--- src/rtl/easyaxi_wrr_arb.sv ---
// ---------------------------------------------------------------------------
// easyaxi_wrr_arb
//   Weighted round-robin arbiter with a registered valid/ready grant
//   handshake. Each requester keeps the grant for up to its programmed
//   weight of consecutive accepted transfers; priority then rotates past it.
//   A weight of 0 behaves as 1.
//
// Build option:
//   EASYAXI_WRR_ARB_LOCK_EN  - when defined, last_i is honoured and the grant
//                              is held until the owner's last beat, so credit
//                              counts bursts. When undefined every handshake
//                              ends a transfer and last_i is ignored.
//
// Ports:
//   clk          system clock, rising edge
//   rst_n        asynchronous active-low reset
//   req_i        per-requester request
//   weight_i     weight of requester k in bits [k*WEIGHT_W +: WEIGHT_W]
//   last_i       per-requester last-beat flag (owner only, at handshake)
//   grant_rdy_i  downstream accepts the current grant/beat
//   grant_vld_o  grant valid
//   grant_o      one-hot owner, all-zero while idle
//   grant_idx_o  binary owner index, holds its last value while idle
// ---------------------------------------------------------------------------
module easyaxi_wrr_arb #(
    parameter  int REQ_NUM  = 4,
    parameter  int WEIGHT_W = 4,
    localparam int IDX_W    = $clog2(REQ_NUM)
) (
    input  logic                        clk,
    input  logic                        rst_n,
    input  logic [REQ_NUM-1:0]          req_i,
    input  logic [REQ_NUM*WEIGHT_W-1:0] weight_i,
    input  logic [REQ_NUM-1:0]          last_i,
    input  logic                        grant_rdy_i,
    output logic                        grant_vld_o,
    output logic [REQ_NUM-1:0]          grant_o,
    output logic [IDX_W-1:0]            grant_idx_o
);

    typedef enum logic {
        IDLE  = 1'b0,
        GRANT = 1'b1
    } state_t;

    state_t               state, state_nxt;
    logic [REQ_NUM-1:0]   grant_q, grant_nxt;
    logic [IDX_W-1:0]     idx_q, idx_nxt;
    logic [IDX_W-1:0]     last_ptr, ptr_nxt;
    logic [WEIGHT_W-1:0]  credit, credit_nxt;

    logic                 any_req;
    logic                 found;
    logic [IDX_W-1:0]     win_idx;
    logic [IDX_W-1:0]     cand;
    int unsigned          scan_pos;
    logic [WEIGHT_W-1:0]  eff_w [REQ_NUM];
    logic                 burst_end;
    logic                 do_load;

    // Effective weights: a zero weight still grants one transfer.
    always_comb begin
        for (int unsigned k = 0; k < unsigned'(REQ_NUM); k++) begin
            eff_w[k] = (weight_i[k*WEIGHT_W +: WEIGHT_W] == '0)
                       ? WEIGHT_W'(1)
                       : weight_i[k*WEIGHT_W +: WEIGHT_W];
        end
    end

    // Rotating priority search starting just after last_ptr. The previous
    // owner is visited last, so it only wins again if it is alone.
    assign any_req = |req_i;

    always_comb begin
        win_idx  = '0;
        found    = 1'b0;
        scan_pos = 0;
        cand     = '0;
        for (int unsigned i = 1; i <= unsigned'(REQ_NUM); i++) begin
            scan_pos = 32'(last_ptr) + i;
            if (scan_pos >= unsigned'(REQ_NUM)) begin
                scan_pos = scan_pos - unsigned'(REQ_NUM);
            end
            cand = IDX_W'(scan_pos);
            if (!found && req_i[cand]) begin
                found   = 1'b1;
                win_idx = cand;
            end
        end
    end

`ifdef EASYAXI_WRR_ARB_LOCK_EN
    assign burst_end = last_i[idx_q];
`else
    logic lock_unused;
    assign lock_unused = ^last_i;
    assign burst_end   = 1'b1;
`endif

    always_ff @(posedge clk or negedge rst_n) begin
        if (!rst_n) begin
            state    <= IDLE;
            grant_q  <= '0;
            idx_q    <= '0;
            last_ptr <= IDX_W'(REQ_NUM - 1);
            credit   <= '0;
        end else begin
            state    <= state_nxt;
            grant_q  <= grant_nxt;
            idx_q    <= idx_nxt;
            last_ptr <= ptr_nxt;
            credit   <= credit_nxt;
        end
    end

    always_comb begin
        state_nxt  = state;
        grant_nxt  = grant_q;
        idx_nxt    = idx_q;
        ptr_nxt    = last_ptr;
        credit_nxt = credit;
        do_load    = 1'b0;

        unique case (state)
            IDLE: begin
                if (any_req) begin
                    do_load = 1'b1;
                end
            end
            GRANT: begin
                // Without a handshake everything holds, whatever req_i does.
                // A handshake that is not a burst end also holds.
                if (grant_rdy_i && burst_end) begin
                    if (credit > WEIGHT_W'(1) && req_i[idx_q]) begin
                        credit_nxt = credit - WEIGHT_W'(1);
                    end else if (any_req) begin
                        do_load = 1'b1;
                    end else begin
                        state_nxt = IDLE;
                        grant_nxt = '0;
                    end
                end
            end
            default: begin
                state_nxt = IDLE;
            end
        endcase

        if (do_load) begin
            state_nxt          = GRANT;
            grant_nxt          = '0;
            grant_nxt[win_idx] = 1'b1;
            idx_nxt            = win_idx;
            ptr_nxt            = win_idx;
            credit_nxt         = eff_w[win_idx];
        end
    end

    assign grant_vld_o = (state == GRANT);
    assign grant_o     = grant_q;
    assign grant_idx_o = idx_q;

endmodule

--- config.mk ---
export PLATFORM = sky130hd
export DESIGN_NAME = easyaxi_wrr_arb
export DESIGN_NICKNAME = d
export VERILOG_FILES = /design/src/rtl/easyaxi_wrr_arb.sv
export SDC_FILE = /design/constraint.sdc
export NUM_CORES = 1
export LEC_CHECK = 0
export ABC_AREA = 0
export CAP_MARGIN = 20
export CELL_PAD_IN_SITES_DETAIL_PLACEMENT = 0
export CELL_PAD_IN_SITES_GLOBAL_PLACEMENT = 1
export CORE_MARGIN = 2
export CORE_UTILIZATION = 35
export DETAILED_ROUTE_END_ITERATION = 8
export PLACE_DENSITY_LB_ADDON = 0.1
export SKIP_CTS_REPAIR_TIMING = 1
export SLEW_MARGIN = 10
export SYNTH_ARGS = -nofsm -noshare
export SYNTH_HDL_FRONTEND = slang
export SYNTH_SLANG_ARGS = --single-unit
--- constraint.sdc ---
create_clock -name clk -period 3.28 [get_ports clk]
set_input_delay 0.656 -clock clk [delete_from_list [all_inputs] [get_ports clk]]
set_output_delay 0.656 -clock clk [all_outputs]
set_load 0.005 [all_outputs]
==> results of run 1 <==
-- final cells by class --
| class | instances | share of cell area |
|---|---|---|
| clock buffer | 4 | 0.0203 |
| tap | 31 | 0.0299 |
| timing repair buffer | 29 | 0.224 |
| inverter | 4 | 0.0116 |
| multi-input combinational | 87 | 0.461 |
| sequential | 13 | 0.253 |
-- registers in the layout, indices dropped and copies added, names as in the netlist --
name	cells
credit	4
grant_vld_o	1
last_ptr	2
grant_o	4
grant_idx_o	2
-- layer usage --
layer	up-vias	track usage	part of all wire	wire, um
met5	-	0	0	0
met4	0	0.0578	0.013	31
met3	5	0.0346	0.054	133
met2	30	0.274	0.47	1160
met1	453	0.209	0.46	1130
li1	470	-	-	-
-- cells in the mapped netlist, drive strengths merged --
cell    count  share of area
o221a       1          0.012
nor4        1         0.0065
nor2        9          0.035
o311a       1          0.012
and2        4          0.027
o31a        1          0.010
buf         2          0.023
o21ai      15          0.089
nand2       7          0.027
ha          2          0.026
xnor2       1         0.0091
nor3        5          0.026
o221ai      1         0.0091
mux2        8          0.093
a31o        1         0.0091
and2b       1         0.0078
mux4        1          0.023
o211a       1          0.010
nand3       6          0.031
o311ai      2          0.018
a21oi       7          0.036
a31oi       5          0.032
dfrtp      11           0.28
clkbuf      1         0.0039
mux2i       1          0.010
a32o        4          0.041
dfstp       2          0.054
or2         1         0.0065
and3b       1          0.010
inv         4          0.016
-- worst max-delay path, stage by stage --
cell and delay [ps]:
clkdlybuf4s50_1 540, mux4_2 540, o31a_2 150, o21ai_4 180
and2_2 310, mux2_2 360
-- stage by stage --
stage	total power, mW	util	instance area [um2]	setup WS, ps
6_report	0.938	0.483	1300	698
3_5_place_dp	0.842	0.473	1270	405
4_1_cts	0.944	0.483	1300	709
5_1_grt	1.02	0.483	1300	629
3_3_place_gp	0.832	0.473	1270	422
2_1_floorplan	0.670	-	967	1230
-- power groups by stage --
stage                     sequential, mW  clock [mW]  combinational (mW)
after global routing               0.325       0.110               0.581
final                              0.314      0.0984               0.525
after detailed placement           0.316           0               0.526
after global placement             0.314           0               0.518
after floorplan                    0.302           0               0.368
after CTS                          0.314       0.100               0.530
-- worst max-delay path by stage --
stage                                  to  slack (ps)      from
2_1_floorplan  grant_idx_o[1]$_DFFE_PN0P_        1230  req_i[3]
3_3_place_gp   grant_idx_o[1]$_DFFE_PN0P_         420  req_i[1]
3_5_place_dp   grant_idx_o[1]$_DFFE_PN0P_         400  req_i[1]
4_1_cts        grant_idx_o[1]$_DFFE_PN0P_         710  req_i[1]
5_1_grt        grant_idx_o[1]$_DFFE_PN0P_         630  req_i[1]
6_report       grant_idx_o[1]$_DFFE_PN0P_         700  req_i[1]
-- kinds of logic (layout without fill, tap and decap cells) --
group           after synthesis  after routing  synth area share
xor+xnor                      1              1           0.00906
simple gates                 35             35             0.177
fa+ha+maj                     2              2            0.0259
flops                        13             13             0.339
compound gates               39             39             0.279
mux                          10             10             0.127
buf+inv                       7             37            0.0427
==> impl_metrics.csv, run 1 <==
group,metric,value,unit
outcome,status,"finished, final reports clean",
finish,multiInputGateArea,598,um2
finish,num_antenna_cells,0,
setup_path,worstSetupPathType,"primary input to flip-flop",
logic_synthesis,syn_avg_cell_area,9.04,um2
timing,worst_pin_slew,574,ps
floorplanning,die_y,56.6,um
logic_synthesis,synth.yosys.warnings,0,
detailed_routing,via_per_inst,5.70,
logic_synthesis,ys_seq_area_frac,0.339,
floorplanning,pin_count,34,
placement,port_buffers,29,
setup_path,critPathArrivalTime,2750,ps
job,maxCapViolations,0,
power,sequentialPowerShare,0.335,
timing,holdWs,497,ps
finish,fillers,283,
timing,fmax,387,MHz
timing,slew_violations,0,
setup_path,critPathLaunchType,"primary input",
power,peakVddDrop,0.358,mV
setup_path,r2r_cells,5,
power,switching_share,0.400,
clocking,clk_pin_slew_worst_paths,80,ps
finish,regArea,328,um2
hold_path,hp-class,"flip-flop to flip-flop",
finish,layout.nets,167,
setup_path,reg2reg_to,"grant_idx_o[1]$_DFFE_PN0P_",
finish,fin_cells,168,
floorplanning,rows,19,
logic_synthesis,syn_nets,136,
floorplanning,die_area,0.00320,mm2
setup_path,worstSetupEndpointType,"flip-flop",
power,p_comb_frac,0.560,
power,p_clk_frac,0.105,
floorplanning,die_x,56.6,um
grt,antenna_found_initial,0,
logic_synthesis,synth_cell_types,32,
setup_path,cp.required,3450,ps
placement,place_congestion,0.791,
timing,fin_worst_skew,8.51,ps
logic_synthesis,synth_area,967,um2
hold_path,whs_path_depth,1,
clocking,cts_max_level,1,
placement,placedCellCount,164,
setup_path,cp_max_fo,12,
clocking,root_buffer,"clkbuf_4",
detailed_routing,wirelength,2460,um
timing,rsz0062_at_grt,"no",
power,switching_power,0.375,mW
clocking,cts_tree,"done",
finish,final_cell_mix,"clkdlybuf4s50_1, o21ai_0, dfrtp_1, nor2_1, mux2_2",
setup_path,worstReg2RegStart,"grant_idx_o[0]$_DFFE_PN0P_",
power,p_int,0.563,mW
timing,min_period,2580,ps
detailed_routing,drtPass1Iterations,4,
timing,setup_tns,0,ps
hold_path,hold_start,"grant_o[2]$_DFFE_PN0P_",
detailed_routing,drc,0,
detailed_routing,wl_per_cell,14.6,um
clocking,clock_sinks,13,
finish,final_layout_size_suffix_gt1_frac,0.161,
finish,area_growth,34.0,%
grt,grt_max_degree,14,
logic_synthesis,postSynthCellCount,107,
grt,grt_pass1_wl,4150,um
grt,track_usage,0.164,
power,leakage,0.498,nW
clocking,cts_inserted_buffers,3,
detailed_routing,vias,958,
detailed_routing,antenna_left,0,
power,p_per_area,723,mW/mm2
timing,slew_headroom,0.616,
detailed_routing,drtIter0Drc,22,
hold_path,hold_end,"grant_o[2]$_DFFE_PN0P_",
timing,setup_viol,0,
placement,dp_hpwl,1990,um
setup_path,r2r_slack,1200,ps
logic_synthesis,ys_seq_elements,13,
timing,period_share,0.787,
clocking,clk_path_buf_depth,2,
timing,hold_violations,0,
finish,layout_commonest_cell,"clkdlybuf4s50_1",
grt,overflow,0,
floorplanning,initial_core_util,0.360,
floorplanning,core_area,0.00269,mm2
clocking,worstSkewPairLatency,280,ps
grt,grt_pass1_vias,955,
(Power assumes the default switching activity.)
==> run 2: changes to the inputs <==
CORE_UTILIZATION = 29   (was 35)
clock period = 2.16 ns   (was 3.28 ns; I/O delays follow)
==> run 2 against run 1 <==
Effect of this change: die area increased by 19%; combinational power increased by 67%; via count increased by 5.4%; power increased by 61%; first-iteration DRC count increased by 120%; register-to-register slack got worse by 940 ps; worst setup slack got worse by 580 ps; sequential share of layout area decreased by 2.0 points; count of clock-buffer cells in the layout unchanged; wire length increased by 7.1%; flip-flop and latch count unchanged.
==> impl_metrics.csv, run 2 (synthesis results as in run 1) <==
group,metric,value,unit
placement,port_buffers,29,
floorplanning,rows,20,
clocking,clk_path_buf_depth,2,
setup_path,cp_num_buf_inv,1,
clocking,root_buffer,"clkbuf_4",
setup_path,r2r_cells,5,
grt,grt_pass1_vias,945,
power,total_power,1.51,mW
floorplanning,initial_core_util,0.312,
finish,layout_commonest_cell,"clkdlybuf4s50_1",
setup_path,cp_slowest_cell,"mux4_2",
setup_path,critPathTopFamily,"multiplexers",
setup_path,critPathLaunchType,"primary input",
timing,period_share,0.945,
detailed_routing,wl_per_cell,13.7,um
power,peakVddDrop,0.310,mV
grt,overflow,0,
outcome,status,"finished, final reports clean",
detailed_routing,drtPass1Iterations,4,
placement,place_area,0.00137,mm2
floorplanning,die_y,61.8,um
clocking,clock_sinks,13,
setup_path,critPathArrivalTime,2210,ps
timing,setup_viol,0,
detailed_routing,wirelength,2630,um
floorplanning,die_x,61.8,um
timing,slew_violations,0,
detailed_routing,antenna_left,0,
grt,grt_pass1_wl,4270,um
clocking,cts_inserted_buffers,3,
placement,place_congestion,0.787,
setup_path,cp.required,2330,ps
clocking,worstSkewPairLatency,280,ps
timing,min_period,2040,ps
clocking,cts_max_level,1,
setup_path,max_stage_delay,500,ps
hold_path,hp-class,"flip-flop to flip-flop",
clocking,clk_pin_slew_worst_paths,80,ps
timing,slew_headroom,0.580,
setup_path,cp_max_fo,5,
power,p_per_area,1070,mW/mm2
job,maxCapViolations,0,
finish,layout.nets,178,
timing,rsz0062_at_grt,"no",
power,leakage,0.555,nW
setup_path,cp_num_cells,6,
finish,area_growth,45.5,%
setup_path,worstSetupPathType,"primary input to flip-flop",
detailed_routing,drc,0,
timing,hold_violations,0,
detailed_routing,via_per_inst,5.26,
setup_path,worstSetupEndpointType,"flip-flop",
detailed_routing,vias,1010,
clocking,cts_tree,"done",
timing,fin_worst_skew,3.20,ps
timing,fmax,490,MHz
finish,postLayoutCellArea,0.00141,mm2
detailed_routing,drtIter0Drc,49,
finish,final_layout_size_suffix_gt1_frac,0.230,
hold_path,whs_path_depth,1,
floorplanning,pin_count,34,
timing,worst_pin_slew,628,ps
floorplanning,core_area,0.00310,mm2
grt,antenna_found_initial,0,
setup_path,cp_cell_sequence,"clkdlybuf4s50_1 > mux4_2 > o31a_2 > o21ai_4 > and2_2 > mux2_2",
floorplanning,die_area,0.00381,mm2
finish,num_antenna_cells,0,
finish,final_cell_mix,"clkdlybuf4s50_1, o21ai_0, dfrtp_1, buf_4, nor2_1",
placement,dp_hpwl,2100,um
grt,grt_max_degree,14,
timing,setup_tns,0,ps
grt,track_usage,0.156,
run 2: cell type report:
type	count	area (um2)
Clock buffer	4	26.3
Fill cell	343	1700
Inverter	4	15.0
Multi-Input combinational cell	87	611
Sequential cell	13	328
Tap cell	44	55.1
Timing Repair Buffer	40	373
run 2: final timing paths:
kind | start | end | slack (ps)
min reg2reg | grant_o[2]$_DFFE_PN0P_ | grant_o[2]$_DFFE_PN0P_ | 500
max in group asynchronous | rst_n | grant_o[2]$_DFFE_PN0P_ | 1220
max reg2reg | grant_idx_o[0]$_DFFE_PN0P_ | grant_idx_o[1]$_DFFE_PN0P_ | 260
max | req_i[3] | grant_idx_o[1]$_DFFE_PN0P_ | 120
min | grant_o[2]$_DFFE_PN0P_ | grant_o[2]$_DFFE_PN0P_ | 500
min in group asynchronous | rst_n | grant_vld_o$_DFF_PN0_ | 530
run 2: worst reg2reg max path, cell delays in order (launching register included):
cell,delay (ps)
dfrtp_1,400
mux4_2,540
o31a_2,150
o21ai_4,170
and2_2,200
mux2_2,330
run 2: metrics by stage:
| step | cells | hold WS [ps] | util | worst slack (ps) |
|---|---|---|---|---|
| 6_report | 192 | 499 | 0.454 | 119 |
| 5_1_grt | 192 | 530 | 0.454 | 53.5 |
| 4_1_cts | 192 | 503 | 0.450 | 59.9 |
| 3_5_place_dp | 188 | 484 | 0.441 | -230 |
| 3_3_place_gp | 188 | 477 | 0.441 | -193 |
| 2_1_floorplan | 107 | 136 | - | 333 |
run 2: per-layer routing:
| metal | track usage | up-vias | part of all wire | wire length (um) |
|---|---|---|---|---|
| met5 | 0 | - | 0 | 0 |
| met1 | 0.208 | 465 | 0.44 | 1160 |
| met3 | 0.0145 | 4 | 0.075 | 198 |
| li1 | - | 492 | - | - |
| met4 | 0.0729 | 0 | 0.017 | 44 |
| met2 | 0.256 | 49 | 0.47 | 1230 |
run 2: report_power, final:
| part | internal [mW] | switching, mW |
|---|---|---|
| sequential | 0.368 | 0.105 |
| clock | 0.0717 | 0.0851 |
| combinational | 0.479 | 0.399 |
==> run 3: changes to the inputs <==
--- a/config.mk
+++ b/config.mk
@@ -10,5 +10,5 @@
 export CELL_PAD_IN_SITES_DETAIL_PLACEMENT = 0
 export CELL_PAD_IN_SITES_GLOBAL_PLACEMENT = 1
-export CORE_MARGIN = 2
+export CORE_MARGIN = 4
 export CORE_UTILIZATION = 29
 export DETAILED_ROUTE_END_ITERATION = 8
==> constraint.sdc (replaced) <==
create_clock -name clk -period 2.16 [get_ports clk]
set_input_delay 0.216 -clock clk [delete_from_list [all_inputs] [get_ports clk]]
set_output_delay 0.216 -clock clk [all_outputs]
set_load 0.005 [all_outputs]
==> run 3 against run 2 <==
Effect of this change: via count is 0.89% lower; core utilization down 1.0 points; worst setup slack gained 160 ps; first-iteration DRC count shrank 78%; critical path depth down 1; sequential share of layout area is 0.34 points higher; register-to-register slack improved by 20 ps; final cell count down 0.52%; global-route usage is 2.7 points lower; power is 2.4% lower; non-clock buffer count decreased by 1; wire length fell by 0.15%; critical endpoint unchanged; highest routed layer unchanged.
==> impl_metrics.csv, run 3 (synthesis results as in run 1) <==
group,metric,value,unit
outcome,status,"finished, final reports clean",
finish,area_growth,43.5,%
floorplanning,die_x,65.8,um
placement,dp_hpwl,2180,um
power,switching_power,0.571,mW
setup_path,worstSetupEndpointType,"flip-flop",
detailed_routing,vias,1001,
detailed_routing,drtIter0Drc,11,
floorplanning,die_area,0.00432,mm2
detailed_routing,drtPass1Iterations,4,
power,p_per_area,1060,mW/mm2
grt,grt_pass1_wl,4330,um
timing,hold_violations,0,
placement,placedCellCount,187,
clocking,clk_path_buf_depth,2,
timing,rsz0062_at_grt,"no",
setup_path,worstSetupPathType,"flip-flop to flip-flop",
clocking,cts_tree,"done",
timing,fmax,532,MHz
hold_path,hp-class,"primary input to async pin",
power,p_int,0.901,mW
setup_path,critPathLaunchType,"flip-flop",
detailed_routing,drc,0,
clocking,root_buffer,"clkbuf_4",
setup_path,r2r_cells,5,
clocking,cts_max_level,1,
finish,fin_cells,191,
clocking,clock_sinks,13,
grt,grt_pass1_vias,981,
setup_path,cp_max_fo,5,
grt,track_usage,0.129,
grt,grt_max_degree,14,
timing,holdWs,305,ps
power,p_comb_frac,0.578,
detailed_routing,wl_per_cell,13.8,um
timing,slew_headroom,0.615,
placement,place_area,0.00136,mm2
detailed_routing,antenna_left,0,
finish,layout_commonest_cell,"clkdlybuf4s50_1",
placement,pre_cts_slack,11.9,ps
power,leakage,0.546,nW
grt,antenna_found_initial,0,
placement,port_buffers,29,
floorplanning,core_area,0.00313,mm2
timing,min_period,1880,ps
finish,layout.nets,177,
job,maxCapViolations,0,
floorplanning,rows,20,
finish,final_layout_size_suffix_gt1_frac,0.218,
finish,num_antenna_cells,0,
setup_path,critPathArrivalTime,2040,ps
finish,final_cell_mix,"clkdlybuf4s50_1, o21ai_0, dfrtp_1, buf_4, nor2_1",
timing,period_share,0.871,
power,sequentialPowerShare,0.320,
detailed_routing,via_per_inst,5.24,
floorplanning,initial_core_util,0.309,
clocking,cts_inserted_buffers,3,
timing,slew_violations,0,
detailed_routing,wirelength,2630,um
timing,fin_worst_skew,2.31,ps
timing,setup_tns,0,ps
placement,place_congestion,0.818,
timing,setup_viol,0,
finish,postLayoutCellArea,0.00139,mm2
setup_path,cp.required,2320,ps
power,switching_share,0.388,
floorplanning,die_y,65.8,um
power,peakVddDrop,0.367,mV
clocking,worstSkewPairLatency,270,ps
floorplanning,pin_count,34,
timing,layout_setup_ws,280,ps
grt,overflow,0,
clocking,clk_pin_slew_worst_paths,80,ps
timing,worst_pin_slew,576,ps
power,p_clk_frac,0.101,
-- run 3: cell types whose count changed in the layout (fill, tap and decap cells not counted), sizes merged --
cell / delta
buf: -1
-- run 3: layout make-up --
type / instances / area [um2]
fillers: 332 / 1740
multi-input cells: 87 / 598
repair buffers: 39 / 365
flip-flops and latches: 13 / 328
well taps: 44 / 55.1
clock buffers: 4 / 26.3
inverters: 4 / 15.0
-- run 3: layer usage --
layer	global-route usage	wire length (um)	vias to the layer above
met5	0	0	-
met4	0.0466	27	0
met3	0.0239	161	2
met2	0.218	1190	31
met1	0.163	1250	479
li1	-	-	489
-- run 3: through the flow --
stage,power (mW),util
after CTS,1.49,0.444
after floorplan,1.02,-
final,1.47,0.444
after global placement,1.33,0.435
after global routing,1.61,0.444
after detailed placement,1.34,0.435
-- run 3: critical path, stage by stage, from the launching register on --
cell and delay, ps:
dfrtp_1 390, mux4_2 530, o31a_2 150, o21ai_4 160
and2_2 200, mux2_2 330
-- run 3: worst paths after layout --
check	startpoint	end	slack (ps)
setup / recovery	grant_idx_o[0]$_DFFE_PN0P_	grant_idx_o[1]$_DFFE_PN0P_	280
hold / removal	rst_n	grant_vld_o$_DFF_PN0_	300
setup reg to reg	grant_idx_o[0]$_DFFE_PN0P_	grant_idx_o[1]$_DFFE_PN0P_	280
hold reg to reg	grant_o[3]$_DFFE_PN0P_	grant_o[3]$_DFFE_PN0P_	500
max in group asynchronous	rst_n	last_ptr[1]$_DFFE_PN1P_	1480
min in group clk	grant_o[3]$_DFFE_PN0P_	grant_o[3]$_DFFE_PN0P_	500
-- run 3: power groups by stage --
stage,combinational (mW),sequential [mW],clock [mW]
after floorplan,0.559,0.458,0
after global placement,0.851,0.475,0
after detailed placement,0.860,0.480,0
after CTS,0.865,0.474,0.154
after global routing,0.947,0.491,0.168
final,0.851,0.472,0.149
